$ cat config.mk
export PLATFORM = sky130hd
export DESIGN_NAME = hilo_write_unit
export DESIGN_NICKNAME = d
export VERILOG_FILES = /design/src/rtl/hilo_write_unit.sv
export SDC_FILE = /design/constraint.sdc
export NUM_CORES = 2
export LEC_CHECK = 0
export CORE_MARGIN = 2
export CORE_UTILIZATION = 41
export DETAILED_ROUTE_END_ITERATION = 8
export PLACE_DENSITY_LB_ADDON = 0.2
export SLEW_MARGIN = 20
export SYNTH_ARGS = -nofsm -noshare
export SYNTH_HDL_FRONTEND = slang
export SYNTH_SLANG_ARGS = --single-unit
$ cat constraint.sdc
create_clock -name clk -period 8.49 [get_ports clk]
set_input_delay 1.698 -clock clk [delete_from_list [all_inputs] [get_ports clk]]
set_output_delay 1.698 -clock clk [all_outputs]
set_load 0.02 [all_outputs]
$ cat src/rtl/hilo_write_unit.sv
// rtl/hilo_write_unit.sv - HI/LO producer: MTHI/MTLO, 2-cycle multiply, 32-step restoring divide
module hilo_write_unit #(
    parameter int WIDTH = 32
) (
    input  logic             clk,
    input  logic             rst_n,
    input  logic             flush,
    input  logic             op_valid,
    input  logic [2:0]       op,
    input  logic [WIDTH-1:0] operand_a,
    input  logic [WIDTH-1:0] operand_b,
    input  logic [WIDTH-1:0] hi_i,
    input  logic [WIDTH-1:0] lo_i,
    output logic             stall_req,
    output logic             busy,
    output logic             hilo_write_en,
    output logic [WIDTH-1:0] hi_o,
    output logic [WIDTH-1:0] lo_o
);

    localparam int CNT_W = $clog2(WIDTH);

    localparam logic [2:0] OP_MULT  = 3'd1;
    localparam logic [2:0] OP_MULTU = 3'd2;
    localparam logic [2:0] OP_DIV   = 3'd3;
    localparam logic [2:0] OP_DIVU  = 3'd4;
    localparam logic [2:0] OP_MTHI  = 3'd5;
    localparam logic [2:0] OP_MTLO  = 3'd6;

    typedef enum logic [1:0] {
        S_IDLE = 2'd0,
        S_MUL  = 2'd1,
        S_DIV  = 2'd2,
        S_DONE = 2'd3
    } state_t;

    state_t             state_q, state_d;
    logic [CNT_W-1:0]   cnt_q;
    logic [WIDTH-1:0]   opnd_a_q, opnd_b_q;
    logic               sgn_q, q_neg_q, r_neg_q;
    logic [WIDTH-1:0]   hi_res_q, lo_res_q;
    logic [WIDTH-1:0]   hold_hi_q, hold_lo_q;

    logic               is_mul, is_div, accept, div_zero, op_signed;
    logic               a_neg, b_neg, last_step;
    logic [WIDTH-1:0]   a_mag, b_mag;
    logic [2*WIDTH-1:0] mul_ext_a, mul_ext_b, product;
    logic [WIDTH:0]     partial, diff;
    logic               step_ge;
    logic [WIDTH-1:0]   rem_next, quo_next;

    logic               wr_en;
    logic [WIDTH-1:0]   wr_hi, wr_lo;

    assign is_mul    = op_valid & ((op == OP_MULT) | (op == OP_MULTU));
    assign is_div    = op_valid & ((op == OP_DIV)  | (op == OP_DIVU));
    assign accept    = (state_q == S_IDLE) & (is_mul | is_div) & ~flush;
    assign div_zero  = (operand_b == '0);
    assign op_signed = (op == OP_MULT) | (op == OP_DIV);
    assign a_neg     = op_signed & operand_a[WIDTH-1];
    assign b_neg     = op_signed & operand_b[WIDTH-1];
    assign a_mag     = a_neg ? (-operand_a) : operand_a;
    assign b_mag     = b_neg ? (-operand_b) : operand_b;
    assign last_step = (cnt_q == CNT_W'(WIDTH - 1));

    // Sign- or zero-extend to 2W so one truncated multiply serves both MULT and MULTU.
    assign mul_ext_a = sgn_q ? {{WIDTH{opnd_a_q[WIDTH-1]}}, opnd_a_q} : {{WIDTH{1'b0}}, opnd_a_q};
    assign mul_ext_b = sgn_q ? {{WIDTH{opnd_b_q[WIDTH-1]}}, opnd_b_q} : {{WIDTH{1'b0}}, opnd_b_q};
    assign product   = mul_ext_a * mul_ext_b;

    // Restoring step: hi_res holds the partial remainder, lo_res shifts dividend out / quotient in.
    assign partial   = {hi_res_q, lo_res_q[WIDTH-1]};
    assign diff      = partial - {1'b0, opnd_b_q};
    assign step_ge   = ~diff[WIDTH];
    assign rem_next  = step_ge ? diff[WIDTH-1:0] : partial[WIDTH-1:0];
    assign quo_next  = {lo_res_q[WIDTH-2:0], step_ge};

    always_ff @(posedge clk or negedge rst_n) begin
        if (!rst_n) begin
            state_q <= S_IDLE;
        end else begin
            state_q <= state_d;
        end
    end

    always_comb begin
        state_d = state_q;
        if (flush) begin
            state_d = S_IDLE;
        end else begin
            case (state_q)
                S_IDLE: begin
                    if (accept) begin
                        if (is_mul)        state_d = S_MUL;
                        else if (div_zero) state_d = S_DONE;
                        else               state_d = S_DIV;
                    end
                end
                S_MUL:   state_d = S_DONE;
                S_DIV:   if (last_step) state_d = S_DONE;
                S_DONE:  state_d = S_IDLE;
                default: state_d = S_IDLE;
            endcase
        end
    end

    always_comb begin
        wr_en = 1'b0;
        wr_hi = hi_res_q;
        wr_lo = lo_res_q;
        if (rst_n && !flush) begin
            case (state_q)
                S_IDLE: begin
                    if (op_valid && op == OP_MTHI) begin
                        wr_en = 1'b1;
                        wr_hi = operand_a;
                        wr_lo = lo_i;
                    end else if (op_valid && op == OP_MTLO) begin
                        wr_en = 1'b1;
                        wr_hi = hi_i;
                        wr_lo = operand_a;
                    end
                end
                S_DONE:  wr_en = 1'b1;
                default: wr_en = 1'b0;
            endcase
        end
    end

    assign stall_req     = rst_n & ~flush & (accept | (state_q == S_MUL) | (state_q == S_DIV));
    assign busy          = rst_n & (state_q != S_IDLE);
    assign hilo_write_en = wr_en;
    assign hi_o          = wr_en ? wr_hi : hold_hi_q;
    assign lo_o          = wr_en ? wr_lo : hold_lo_q;

    always_ff @(posedge clk or negedge rst_n) begin
        if (!rst_n) begin
            cnt_q    <= '0;
            opnd_a_q <= '0;
            opnd_b_q <= '0;
            sgn_q    <= 1'b0;
            q_neg_q  <= 1'b0;
            r_neg_q  <= 1'b0;
            hi_res_q <= '0;
            lo_res_q <= '0;
        end else begin
            case (state_q)
                S_IDLE: begin
                    if (accept) begin
                        cnt_q    <= '0;
                        sgn_q    <= op_signed;
                        opnd_a_q <= operand_a;
                        opnd_b_q <= is_div ? b_mag : operand_b;
                        q_neg_q  <= a_neg ^ b_neg;
                        r_neg_q  <= a_neg;
                        if (is_div) begin
                            // Divide-by-zero skips iteration and reports raw dividend in HI.
                            hi_res_q <= div_zero ? operand_a : '0;
                            lo_res_q <= div_zero ? '1 : a_mag;
                        end
                    end
                end
                S_MUL: begin
                    {hi_res_q, lo_res_q} <= product;
                end
                S_DIV: begin
                    cnt_q <= cnt_q + 1'b1;
                    if (last_step) begin
                        hi_res_q <= r_neg_q ? (-rem_next) : rem_next;
                        lo_res_q <= q_neg_q ? (-quo_next) : quo_next;
                    end else begin
                        hi_res_q <= rem_next;
                        lo_res_q <= quo_next;
                    end
                end
                default: ;
            endcase
        end
    end

    always_ff @(posedge clk or negedge rst_n) begin
        if (!rst_n) begin
            hold_hi_q <= '0;
            hold_lo_q <= '0;
        end else if (wr_en) begin
            hold_hi_q <= wr_hi;
            hold_lo_q <= wr_lo;
        end
    end

endmodule

== Word level (Yosys, flattened, before mapping) ==
Index checks and enable logic that the tools add are counted.

* Flip-flop bits (word level): 202
* Latch bits: 0
* Bits in writable memories: 0
* ROM bits: 0
* Input bits: 135
* Memories: 0

* Add/sub/neg operators: 6
* $mul: 1
* Divide/modulo/power cells: 0
* Magnitude comparators: 0
* Eq/ne operators: 14
* Shift operators: 0
* Mux-type cells: 40
* Bitwise operators: 18
* Reductions and logical operators: 13

{| class="wikitable"
|+ Operators with widths
! operator !! count
|-
| $mux 32 || 24
|-
| $pmux 32 s3 || 2
|-
| $mux 64 || 2
|-
| $neg 32->32 || 4
|-
| $mul 64x64->64 || 1
|-
| $sub 33x32->33 || 1
|-
| $logic_not 32->1 || 1
|-
| $pmux 5 s2 || 1
|-
| $and 1x1->1 || 9
|-
| $eq 3x3->1 const B || 3
|-
| $mux 2 || 4
|-
| $pmux 2 s4 || 1
|-
| $eq 3x2->1 const B || 2
|-
| $ne 3x3->1 const B || 2
|-
| $or 1x1->1 || 6
|-
| $reduce_and 2->1 || 3
|-
| $add 5x1->5 const B || 1
|-
| $eq 5x5->1 const B || 1
|-
| $mux 5 || 1
|-
| $eq 2x2->1 const B || 2
|-
| $mux 1 || 4
|-
| $ne 2x2->1 const B || 2
|-
| $reduce_bool 2->1 || 2
|-
| $eq 3x1->1 const B || 1
|-
| other kinds (9) || 12
|}

== Longest topological paths before layout ==
* Depth after elaboration: 9
* Gate-level depth with buffers: 38

== Least setup slack after synthesis ==
Ideal clock, no wire load.

* Path kind: reg2reg
* Start point: reg opnd_a_q[31]
* End point: reg hi_res_q[29]
* Setup time: 0.128 ns
* Arrival: 9.276 ns
* Data required time: 8.362 ns
* Slack: -0.914 ns
* Cell stages (with the launch flop): 36
* Path buffers: 2
* Cell sequence: dfrtp_1 -> and2_1 -> clkbuf_1 -> clkbuf_1 -> nand2_1 -> inv_1 -> fa_1 -> inv_1 -> fa_1 -> inv_1 -> fa_1 -> inv_1 -> fa_1 -> inv_1 -> fa_1 -> fa_1 -> fa_1 -> fa_1 -> fa_1 -> inv_1 -> fa_1 -> inv_1 -> ha_1 -> a21o_1 -> a21oi_1 -> o21bai_1 -> a21o_1 -> a21oi_1 -> o21ai_0 -> a31oi_1 -> o21ai_0 -> a221o_1 -> a21oi_1 -> xnor2_1 -> a221oi_1 -> nor3_1

* Cells in the longest elaborated chain, start to end: 3

{| class="wikitable"
|+ Ends and longest elaborated chain
! item !! line !! RTL
|-
| start, declared || 39 || <nowiki>logic [WIDTH-1:0] opnd_a_q, opnd_b_q;</nowiki>
|-
| start signal, assigned || 152 || <nowiki>opnd_a_q <= operand_a;</nowiki>
|-
| $mux 64 || 67 || <nowiki>assign mul_ext_a = sgn_q ? {{WIDTH{opnd_a_q[WIDTH-1]}}, opnd_a_q} : {{WIDTH{1'b0}}, opnd_a_q};</nowiki>
|-
| $mul 64x64->64 || 69 || <nowiki>assign product = mul_ext_a * mul_ext_b;</nowiki>
|-
| $pmux 32 s3 || 147 || <nowiki>case (state_q)</nowiki>
|-
| end signal, assigned || 158 || <nowiki>hi_res_q <= div_zero ? operand_a : '0;</nowiki>
|-
| end signal, assigned || 164 || <nowiki>{hi_res_q, lo_res_q} <= product;</nowiki>
|-
| end signal, assigned || 169 || <nowiki>hi_res_q <= r_neg_q ? (-rem_next) : rem_next;</nowiki>
|-
| end, declared || 41 || <nowiki>logic [WIDTH-1:0] hi_res_q, lo_res_q;</nowiki>
|}

No other way between the ends.
A chain may end at the register's enable or synchronous reset.

== Final worst setup path ==
* Start point: reg sgn_q
* End point: reg hi_res_q[31]

* Cells in the longest elaborated chain, start to end: 3
* Elaborated cells between the ends (all ways): 4
* Classes of those cells: mul (1); mux (3)

{| class="wikitable"
|+ Ends and longest elaborated chain
! item !! line !! RTL
|-
| start, declared || 40 || <nowiki>logic sgn_q, q_neg_q, r_neg_q;</nowiki>
|-
| start signal, assigned || 151 || <nowiki>sgn_q <= op_signed;</nowiki>
|-
| $mux 64 (on tied branches) || 67, 68 ||
|-
| $mul 64x64->64 * || 69 ||
|-
| $pmux 32 s3 * || 147 ||
|}

Mark *: on every way between the ends. The rest lies on a longest branch, timed or not.

==> results.yml <==
floorplanning:
  io_pins: 202
  die_height_um: 395
  start_util_pct: 41.3
  rows: 143
  die_x_um: 395
  dieArea_um2: 156000
  core_um2: 152000
final_layout:
  drive_gt1_share_pct: 17.1
  final_cell_mix: "inv_1 (1516), fa_1 (1353), nand2_1 (832), buf_4 (663), and2_1 (557)"
  fin_nets: 9523
  fillers: 14229
  final_common_cell: "inv_1"
  syn_to_final_growth_pct: 20.9
route:
  wl_met3_um: 21200
  drc_errors: 0
  via_count: 50246
  drt_iter0_markers: 4182
  ant_nets: 0
  drt-total-wl_um: 218000
  viasPerCell: 5.20
  top_layer: "met4"
  drtPass1Iterations: 6
  wl_per_cell_um: 22.5
  wl_met1_um: 100000
  wl_met2_um: 92000
grt:
  grt_max_degree: 110
  track_usage_pct: 28.5
  antenna_found_initial: 6
  grt_pass1_vias: 53918
  overflow: 0
  grt_pass1_wl_um: 338000
sta:
  min_period_over_period_pct: 106
  tightest_slew_ns: 1.25
  fin_worst_skew_ns: 0.0709
  hold_viol_final: 0
  relSlewSlack_pct: 16.5
  clock.fmax_mhz: 111
  slew_viol_final: 0
  rsz0062_at_grt: "yes"
  fin_setup_tns_ns: -4.76
  setup_viol: 22
  holdWs_ns: 0.492
  period_minus_slack_ns: 8.99
  worst_slack_ns: -0.500
synthesis:
  synth_edf_count: 0
  postSynthAreaPerCell_um2: 8.99
  synth-seq-cells: 202
  synth_cell_types: 94
  ys.flop_type: "dfrtp_1"
  yosys_warnings: 0
  synth_fp_nets: 8878
  synthCells: 6971
  netlist_area_um2: 62700
  ys_seq_area_share_pct: 8.06
  async_flop_share_pct: 100
setup_path:
  end_kind: "flop"
  cp_slowest_cell: "fa_1"
  worstPathArrival_ns: 9.50
  critPathKind: "flop to flop"
  critPathCapture: "hi_res_q[31]"
  worst-path-stages: 34
  cp_common_cell: "fa_1"
  worstPathMaxFanout: 5
  worst_path_largest_cell_delay_ns: 0.56
  r2r_setup_slack_ns: -0.50
  critPathBufInv: 10
  reg2reg_from: "sgn_q"
  path_delay_family: "adder cells"
  worstReg2RegEnd: "hi_res_q[31]"
  cp-startpoint: "sgn_q"
  crit_path_start_kind: "flop"
  worstPathRequired_ns: 9.00
  reg2reg_depth: 34
clocking:
  cts_tree: "yes"
  ctsHoldBuffers: 0
  clock_tree.root_cell: "clkbuf_16"
  cts.sinks: 202
  h-tree-depth: 1
  clk_latency_ns: 0.65
  clk_pin_slew_ns: 0.06
  ctsLongestPathBuffers: 3
  cts_buffers: 28
run_status:
  status: "finished, violations left"
  violations: "negative setup slack"
min_path:
  min_path_type: "flop to flop"
placed_design:
  io_buffer_count: 201
  hpwl_um: 184000
  dp_slack_ns: -1.15
  place.gp.congestion: 0.964
run:
  drv_cap: 0
[routing by layer]
| metal | up-vias | GRT usage (%) |
|---|---|---|
| met1 | 25890 | 43.1 |
| met3 | 201 | 6.67 |
| li1 | 22291 | - |
| met4 | 0 | 4.98 |
| met5 | - | 0 |
| met2 | 1864 | 41.9 |
[synth_stat cells, drive strengths merged (8+ instances only)]
| cell type | count | area share (%) |
|---|---|---|
| inv | 1588 | 9.5 |
| fa | 1420 | 45 |
| nand2 | 862 | 5.2 |
| and2 | 578 | 5.8 |
| clkbuf | 361 | 2.2 |
| ha | 352 | 7.0 |
| o21ai | 322 | 2.6 |
| dfrtp | 202 | 8.1 |
| xnor2 | 173 | 2.4 |
| a21oi | 164 | 1.3 |
| nor2 | 146 | 0.88 |
| xor2 | 98 | 1.4 |
| o22ai | 78 | 0.78 |
| a21o | 69 | 0.83 |
| nand3 | 35 | 0.28 |
| nor3 | 35 | 0.30 |
| a31oi | 33 | 0.33 |
| and3 | 31 | 0.31 |
| mux2 | 31 | 0.56 |
| o31ai | 29 | 0.40 |
| buf | 26 | 0.19 |
| a221oi | 24 | 0.35 |
| nor4 | 22 | 0.24 |
| a211oi | 21 | 0.25 |
| o21a | 18 | 0.22 |
| mux2i | 15 | 0.24 |
| or3 | 15 | 0.16 |
| nand2b | 14 | 0.14 |
| nor2b | 14 | 0.14 |
| o211ai | 14 | 0.17 |
| o21bai | 14 | 0.17 |
| o221ai | 12 | 0.17 |
| nand4 | 11 | 0.11 |
| or4 | 10 | 0.13 |
| nand3b | 9 | 0.11 |
| a31o | 8 | 0.11 |
| and4 | 8 | 0.11 |
| or2 | 8 | 0.080 |
[how the worst min path moves through the flow]
stage	startpoint	to	slack [ns]	cells past startpoint
after floorplan	r_neg_q	r_neg_q	0.46	2
after detailed placement	hold_lo_q[4]	hold_lo_q[4]	0.48	2
after global routing	r_neg_q	r_neg_q	0.52	2
after global placement	hold_lo_q[2]	hold_lo_q[2]	0.47	2
final	r_neg_q	r_neg_q	0.49	2
after CTS	r_neg_q	r_neg_q	0.50	2
[cell families after synthesis]
group,count (synthesis),share of synthesized area (%)
AO/OA/AOI/OAI,885,8.88
buffers and inverters,1976,11.9
XOR/XNOR,271,3.79
multiplexers,46,0.796
AND/OR/NAND/NOR,1817,14.2
adder cells (fa/ha/maj),1774,52.4
flip-flops,202,8.06
[what timing repair did]
item | CTS | global route
gates resized for setup | 258 | 270
endpoints found under the setup margin | 32 | 41
gates cloned | 2 | 3
buffers inserted | 35 | 58
pin swaps | 95 | 225
[sequential cells by signal (all words and copies together) (netlist names), 2 cells and up]
signal and count:
cnt_q 5, state_q 2, hold_hi_q 32, hi_res_q 32, opnd_b_q 32, lo_res_q 32
opnd_a_q 32, hold_lo_q 32
[area by class of cell]
type,count,area (um2),area share (%)
multi-input combinational,4793,52000,68.7
timing repair buffer,1002,9220,12.2
inverter,1589,5980,7.89
sequential,202,5090,6.72
tap,2030,2540,3.35
clock buffer,40,786,1.04
clock inverter,9,125,0.165
antenna,1,2.50,0.00330
[worst register-to-register path: cells and delay by family, from the launching register on]
| family | cells | cell delay (ns) |
|---|---|---|
| compound gates | 10 | 1.88 |
| xor+xnor | 1 | 0.12 |
| fa+ha+maj | 11 | 5.34 |
| buf+inv | 10 | 0.83 |
| flops | 1 | 0.43 |
| simple gates | 2 | 0.30 |
[through the flow]
step | cells | util [%] | area (um2)
2_1_floorplan | 6971 | - | 62800
3_3_place_gp | 9535 | 47.5 | 72100
3_5_place_dp | 9535 | 47.5 | 72100
4_1_cts | 9618 | 48.9 | 74300
5_1_grt | 9665 | 49.9 | 75700
6_report | 9666 | 49.9 | 75800
Power is not shown: default switching activity piles up to over one toggle a cycle in this logic, so the estimate is an artifact.
